## src/rtl/pulse_meter_pkg.sv

```systemverilog
// pulse_meter_pkg: shared state type and timing constants for the pulse period meter
package pulse_meter_pkg;
  typedef enum logic {IDLE, MEASURE} state_t;
  localparam int CLK_HZ = 50000000;
  localparam int DEFAULT_TIMEOUT = CLK_HZ;
  localparam int PERIOD_HALF_S = CLK_HZ / 2;
  localparam int PERIOD_QUARTER_S = CLK_HZ / 4;
  localparam int PERIOD_10MS = CLK_HZ / 100;
  localparam int PERIOD_1MS = CLK_HZ / 1000;
endpackage

```

## src/rtl/pm_rise_detect.sv

```systemverilog
// pm_rise_detect: registered history plus AND giving a same-cycle rising-edge pulse
module pm_rise_detect (
  input  logic clk,
  input  logic reset,
  input  logic i_d,
  output logic o_rise
);
  logic r_prev;
  always_ff @(posedge clk or posedge reset)
    if (reset) r_prev <= 1'b0;
    else r_prev <= i_d;
  assign o_rise = i_d & ~r_prev;
endmodule

```

## src/rtl/pulse_period_meter.sv

```systemverilog
// pulse_period_meter: cycles between rising edges of event_in, with valid and timeout strobes
// PERIOD_MINMAX_EN adds stats_clr and running min_period/max_period registers.
module pulse_period_meter
  import pulse_meter_pkg::*;
#(
  parameter int CNT_W = 26,
  parameter int TIMEOUT = DEFAULT_TIMEOUT
) (
  input  logic             clk,
  input  logic             reset,
  input  logic             enable,
  input  logic             event_in,
`ifdef PERIOD_MINMAX_EN
  input  logic             stats_clr,
  output logic [CNT_W-1:0] min_period,
  output logic [CNT_W-1:0] max_period,
`endif
  output logic [CNT_W-1:0] period,
  output logic             period_valid,
  output logic             timeout,
  output logic             busy
);
  localparam logic [CNT_W-1:0] TMO = CNT_W'(TIMEOUT);
  state_t r_state, w_state_nx;
  logic [CNT_W-1:0] r_count, w_count_nx, r_period, w_period_nx;
  logic r_valid, w_valid_nx, r_timeout, w_timeout_nx, w_ev;
  pm_rise_detect u_rise (
    .clk    (clk),
    .reset  (reset),
    .i_d    (event_in),
    .o_rise (w_ev)
  );
  always_ff @(posedge clk or posedge reset)
    if (reset) begin
      r_state   <= IDLE;
      r_count   <= '0;
      r_period  <= '0;
      r_valid   <= 1'b0;
      r_timeout <= 1'b0;
    end else begin
      r_state   <= w_state_nx;
      r_count   <= w_count_nx;
      r_period  <= w_period_nx;
      r_valid   <= w_valid_nx;
      r_timeout <= w_timeout_nx;
    end
  // An edge coinciding with count==TIMEOUT is still a valid measurement.
  always_comb begin
    w_state_nx   = r_state;
    w_count_nx   = r_count;
    w_period_nx  = r_period;
    w_valid_nx   = 1'b0;
    w_timeout_nx = 1'b0;
    if (!enable) begin
      w_state_nx = IDLE;
      w_count_nx = '0;
    end else if (r_state == IDLE) begin
      w_state_nx = w_ev ? MEASURE : IDLE;
      w_count_nx = w_ev ? CNT_W'(1) : '0;
    end else if (w_ev) begin
      w_period_nx = r_count;
      w_valid_nx  = 1'b1;
      w_count_nx  = CNT_W'(1);
    end else if (r_count == TMO) begin
      w_timeout_nx = 1'b1;
      w_state_nx   = IDLE;
      w_count_nx   = '0;
    end else begin
      w_count_nx = r_count + 1'b1;
    end
  end
  assign period       = r_period;
  assign period_valid = r_valid;
  assign timeout      = r_timeout;
  assign busy         = (r_state == MEASURE);
`ifdef PERIOD_MINMAX_EN
  logic [CNT_W-1:0] r_min, r_max;
  always_ff @(posedge clk or posedge reset)
    if (reset) begin
      r_min <= '1;
      r_max <= '0;
    end else if (stats_clr) begin
      r_min <= '1;
      r_max <= '0;
    end else if (w_valid_nx) begin
      r_min <= (w_period_nx < r_min) ? w_period_nx : r_min;
      r_max <= (w_period_nx > r_max) ? w_period_nx : r_max;
    end
  assign min_period = r_min;
  assign max_period = r_max;
`endif
endmodule
```

## config.mk

```make
export PLATFORM = sky130hd
export DESIGN_NAME = pulse_period_meter
export DESIGN_NICKNAME = d
export VERILOG_FILES = /design/src/rtl/pulse_meter_pkg.sv /design/src/rtl/pm_rise_detect.sv /design/src/rtl/pulse_period_meter.sv
export SDC_FILE = /design/constraint.sdc
export NUM_CORES = 1
export LEC_CHECK = 0
export CAP_MARGIN = 10
export CORE_MARGIN = 3
export CORE_UTILIZATION = 35
export CTS_CLUSTER_DIAMETER = 120
export CTS_CLUSTER_SIZE = 20
export DETAILED_ROUTE_END_ITERATION = 8
export PLACE_DENSITY = 0.53
export SETUP_SLACK_MARGIN = 0.02
export SLEW_MARGIN = 15
export SYNTH_ARGS = -nofsm -noshare
export SYNTH_HDL_FRONTEND = slang
export SYNTH_SLANG_ARGS = --single-unit
```

## constraint.sdc

```tcl
create_clock -name clk -period 2.3 [get_ports clk]
set_clock_uncertainty 0.2 [all_clocks]
set_input_delay 0.46 -clock clk [delete_from_list [all_inputs] [get_ports clk]]
set_output_delay 0.46 -clock clk [all_outputs]
set_load 0.005 [all_outputs]
```

Word level (Yosys, flattened, before mapping)
Index checks and enable logic that the tools add are counted.

operators by class
  magnitude comparators = 0
  reduce and logical (&&, ||, !) cells = 1
  multipliers = 0
  eq/ne operators = 1
  muxes and demuxes = 16
  shift operators = 0
  add/sub/neg operators = 1
  bitwise gates (word level) = 2
  div/mod/pow operators = 0

operator list
  cell                                            count
  two-way mux 26 bit                              4
  adder 26 x 1 -> 26 bit (second input constant)  1
  == test 26 bit (second input constant)          1
  two-way mux 1 bit                               12
  AND reduction 3 bit                             1
  AND 1 bit                                       1
  inverter 1 bit                                  1

storage, ports and cells
  input port bits = 4
  bits in latches = 0
  memory bits (read-only) = 0
  register bits after elaboration = 56
  logic and storage cells = 27
  bits in writable memories = 0
  memories kept = 0

Depth between registers and ports, before layout
  depth after elaboration = 5
  mapped depth = 7

By module
A second synthesis with hierarchy kept.

unflattened totals
  cells, all modules = 219
  area, all modules = 2471.1 µm²

by module, submodules not included
  module              cells an instance  area an instance (µm²)  instances
  pulse_period_meter  216                2428.6                  1
  pm_rise_detect      3                  42.5                    1

Worst setup path before layout
Ideal clock, no wire load.

  kind = register to register
  start point = register r_count[0]
  end point = register r_count[20]
  data required time = 2.027 ns
  setup time = 0.073 ns
  period minus slack after synthesis = 1.963 ns
  arrival = 1.690 ns
  path slack = 0.337 ns
  cell stages (with the launch flop) = 6
  path through = dfrtp_1 -> ha_1 -> nand3_2 -> or4_4 -> or3_1 -> a21oi_2

between the ends
  word-level cells in the longest chain between the ends = 5
  elaborated cells on any way between the ends = 6

RTL lines
  element                                                          line                                                RTL
  start: declaration                                               pulse_period_meter.sv:25                            logic [CNT_W-1:0] r_count, w_count_nx, r_period, w_period_nx;
  start signal: assignment                                         pulse_period_meter.sv:42                            r_count <= w_count_nx;
  adder 26 x 1 -> 26 bit / == test 26 bit (equally long branches)  pulse_period_meter.sv:69, pulse_period_meter.sv:64
  two-way mux 26 bit (*)                                           pulse_period_meter.sv:64                            end else if (r_count == TMO) begin
  two-way mux 26 bit (*)                                           pulse_period_meter.sv:60                            end else if (w_ev) begin
  two-way mux 26 bit (*)                                           pulse_period_meter.sv:57                            end else if (r_state == IDLE) begin
  two-way mux 26 bit (*)                                           pulse_period_meter.sv:54                            if (!enable) begin
  via w_count_nx[20]                                               pulse_period_meter.sv:25

The timed path passes the listed nets; every way through them passes the cells marked *.
A chain may end at the register's enable or synchronous reset.

Worst setup path after layout
  start point = register r_count[0]
  end point = register r_count[22]

The elaborated chain is that of the path after synthesis.

==> impl_metrics.csv <==
group,metric,value,unit
cells_and_area,diodes,0,
timing,period_share,0.899,
synth,synth-seq-cells,56,
power_and_ir_drop,p_clk_frac,0.413,
power_and_ir_drop,p_int,1.45,mW
cells_and_area,final_cell_mix,"dfrtp_1 (56), clkdlybuf4s50_1 (32), mux2_2 (24)",
routing,wirelength,5360,µm
clocking,hold_buffers,0,
global_routing,grt_pass1_vias,1867,
floorplan,fp-row-count,30,
flow_run,maxCapViolCount,0,
power_and_ir_drop,switching_power,365,µW
power_and_ir_drop,pwr_density_cell,564,nW/µm²
floorplan,start_util,0.370,
timing,hold_violations,0,
run_status,run_status,"finished, final reports clean",
synth,synth_seq_area_share,0.545,
routing,drc,0,
cells_and_area,final_util,0.464,
floorplan,dieArea,8410,µm²
global_routing,grt_pass1_wl,9500,µm
floorplan,coreArea,6940,µm²
worst_setup_path,start_kind,"register",
cells_and_area,area_delta_synth_final,25.1,%
routing,route.antenna.remaining_nets,0,
global_routing,gr-usage-all-layers,0.141,
worst_setup_path,slowest_stage,"or4_1",
power_and_ir_drop,comb_power_share,0.039,
power_and_ir_drop,swShare,0.201,
global_routing,antenna_found_initial,0,
synth,netlist_area,2570,µm²
floorplan,io_pins,33,
hold_path,hold_path_class,"input pin to asynchronous set/reset pin",
routing,vias_per_cell,5.15,
clocking,clock-sinks,56,
routing,vias,1848,
worst_setup_path,worst-path-max-fanout,5,
clocking,cts_resized,0,
cells_and_area,fill_cells,641,
timing,max_clock_freq,484,MHz
synth,yosys_warnings,0,
cells_and_area,drive_above_1_share,0.213,
timing,finalMaxSlewViolations,0,
floorplan,die_w,91.7,µm
routing,drt-pass1-iter-count,4,
timing,setup_violations,0,
synth,ys_types,40,
power_and_ir_drop,leakagePower,1.37,nW
routing,wire_per_inst,14.9,µm
power_and_ir_drop,ir_worst_vdd,225,µV
worst_setup_path,crit_chain,"ha_1 -> and3_1 -> nand3_1 -> or4_1 -> a21oi_1",
timing,rsz0062_at_grt,"false",
timing,worst_slew_pin_slew,0.481,ns
clocking,post_cts_buffers,0,
clocking,cts_buffer_depth,2,
cells_and_area,mostFrequentLayoutCell,"dfrtp_1",
global_routing,gr-total-overflow,0,
worst_setup_path,crit_required,2.34,ns
power_and_ir_drop,p_seq_frac,0.548,
clocking,htree_levels,2,
worst_setup_path,crit_type,"register to register",
clocking,clkLatencyLatePin,0.31,ns
timing,timing.setup.tns,0,ns
worst_setup_path,cp-end-kind,"register",
worst_setup_path,cp_top_family,"simple AND/OR/NAND/NOR gates",
worst_setup_path,slowest_delay,0.54,ns
clocking,path_clk_slew,0.10,ns
worst_setup_path,arrival,2.10,ns
worst_setup_path,critPathBufInv,0,
timing,min_period,2.07,ns
synth,synth_nets,228,
clocking,cts_tree,"done",
cells_and_area,layout.nets,269,
global_routing,grt_start_max_net_pins,30,
floorplan,die_h,91.7,µm
clocking,cts_made_buffers,5,
synth,avgSynthCellArea,11.6,µm²
placement,portBuffers,32,
routing,drtIter0Drc,53,
synth,synth_cells,222,
clocking,root_buffer,"clkbuf_8",
placement,globalplace.congestion,0.755,
placement,dp_hpwl,3780,µm
timing,maxSlewHeadroom,0.676,
## sequential cells by signal, summed over array words and instances, names as in the netlist
signal / flops
busy: 1
period_valid: 1
period: 26
u_rise.r_prev: 1
r_count: 26
timeout: 1
## kinds of logic (layout without fill, tap and decap cells)
logic type | after synthesis | in the layout | synth area share
AOI/OAI and AO/OA | 26 | 26 | 0.0598
xor gates and xnor gates | 14 | 14 | 0.0477
adders and majority gates | 2 | 2 | 0.00973
buffers and inverters | 15 | 56 | 0.0331
DFF | 56 | 56 | 0.545
muxes | 24 | 24 | 0.105
and+or+nand+nor | 85 | 85 | 0.200
## cell type report
| cell class | instances | area [µm²] | share of cell area |
|---|---|---|---|
| Clock buffer | 5 | 68.8 | 0.0214 |
| Clock inverter | 2 | 60.1 | 0.0187 |
| Inverter | 4 | 15.0 | 0.00466 |
| Multi-Input combinational cell | 151 | 1090 | 0.337 |
| Sequential cell | 56 | 1400 | 0.435 |
| Tap cell | 96 | 120 | 0.0373 |
| Timing Repair Buffer | 45 | 468 | 0.145 |
## metal layers
layer / track usage / vias up / wire (µm)
met5: 0 / - / 0
met4: 0.0408 / 0 / 50
met3: 0.0320 / 5 / 171
met2: 0.221 / 29 / 2430
met1: 0.195 / 931 / 2700
li1: - / 883 / -
## through the flow
stage | setup WS [ns] | cells | cell area [µm²] | power (mW) | hold WS, ns
2_1_floorplan | 0.269 | 222 | 2570 | 1.05 | 0.273
3_3_place_gp | 0.269 | 352 | 3090 | 1.09 | 0.271
3_5_place_dp | 0.230 | 352 | 3090 | 1.09 | 0.274
4_1_cts | 0.217 | 359 | 3220 | 1.84 | 0.278
5_1_grt | 0.122 | 359 | 3220 | 1.88 | 0.282
6_report | 0.233 | 359 | 3220 | 1.82 | 0.262
## worst register-to-register path, cell delays in order (launching register included)
cell	delay (ns)
dfrtp_1	0.42
ha_1	0.24
and3_1	0.25
nand3_1	0.20
or4_1	0.54
a21oi_1	0.15
## worst paths after layout
path,slack [ns],cells past startpoint,to,startpoint
min in group clk,0.29,2,period[1],period[1]
max in group asynchronous,1.16,3,r_count[22],reset
worst max-delay path,0.23,5,r_count[22],r_count[0]
worst max register to register,0.23,5,r_count[22],r_count[0]
worst min-delay path,0.26,2,period_valid,reset
worst min register to register,0.29,2,period[1],period[1]
## cell usage after synthesis
library cell | number | share of area
nor3_1 | 3 | 0.0058
or4_4 | 2 | 0.0088
buf_4 | 2 | 0.0058
inv_1 | 4 | 0.0058
nand3_1 | 8 | 0.016
nor2_1 | 17 | 0.025
dfrtp_1 | 56 | 0.54
ha_1 | 2 | 0.0097
xnor2_1 | 7 | 0.024
buf_2 | 5 | 0.0097
clkbuf_1 | 2 | 0.0029
nand4_2 | 1 | 0.0049
nor4b_1 | 1 | 0.0034
a21oi_2 | 2 | 0.0068
o31ai_1 | 3 | 0.0088
nand4b_1 | 1 | 0.0034
a21oi_1 | 8 | 0.016
or4_1 | 2 | 0.0058
or2_2 | 1 | 0.0024
nor2b_1 | 3 | 0.0073
o21ai_0 | 9 | 0.018
a22o_1 | 1 | 0.0034
xor2_1 | 7 | 0.024
or3_1 | 5 | 0.012
nand3_2 | 1 | 0.0039
and3_1 | 2 | 0.0049
and4_2 | 1 | 0.0039
nor4bb_1 | 1 | 0.0039
o21ai_1 | 1 | 0.0019
nand4_1 | 9 | 0.022
nand2_1 | 13 | 0.019
and2_1 | 1 | 0.0024
nand4_4 | 1 | 0.0083
and4_1 | 6 | 0.020
and3_2 | 2 | 0.0058
buf_6 | 2 | 0.0088
mux2_2 | 24 | 0.11
or4b_1 | 1 | 0.0039
o21a_1 | 2 | 0.0058
nor4_1 | 3 | 0.0073
## power groups by stage
stage / clock [mW] / combinational (mW) / sequential (mW)
floorplan: 0 / 0.0346 / 1.01
global placement: 0 / 0.0749 / 1.01
detailed placement: 0 / 0.0746 / 1.01
CTS: 0.773 / 0.0746 / 0.996
global route: 0.805 / 0.0802 / 0.996
finish: 0.749 / 0.0713 / 0.995
(Power assumes the default switching activity.)
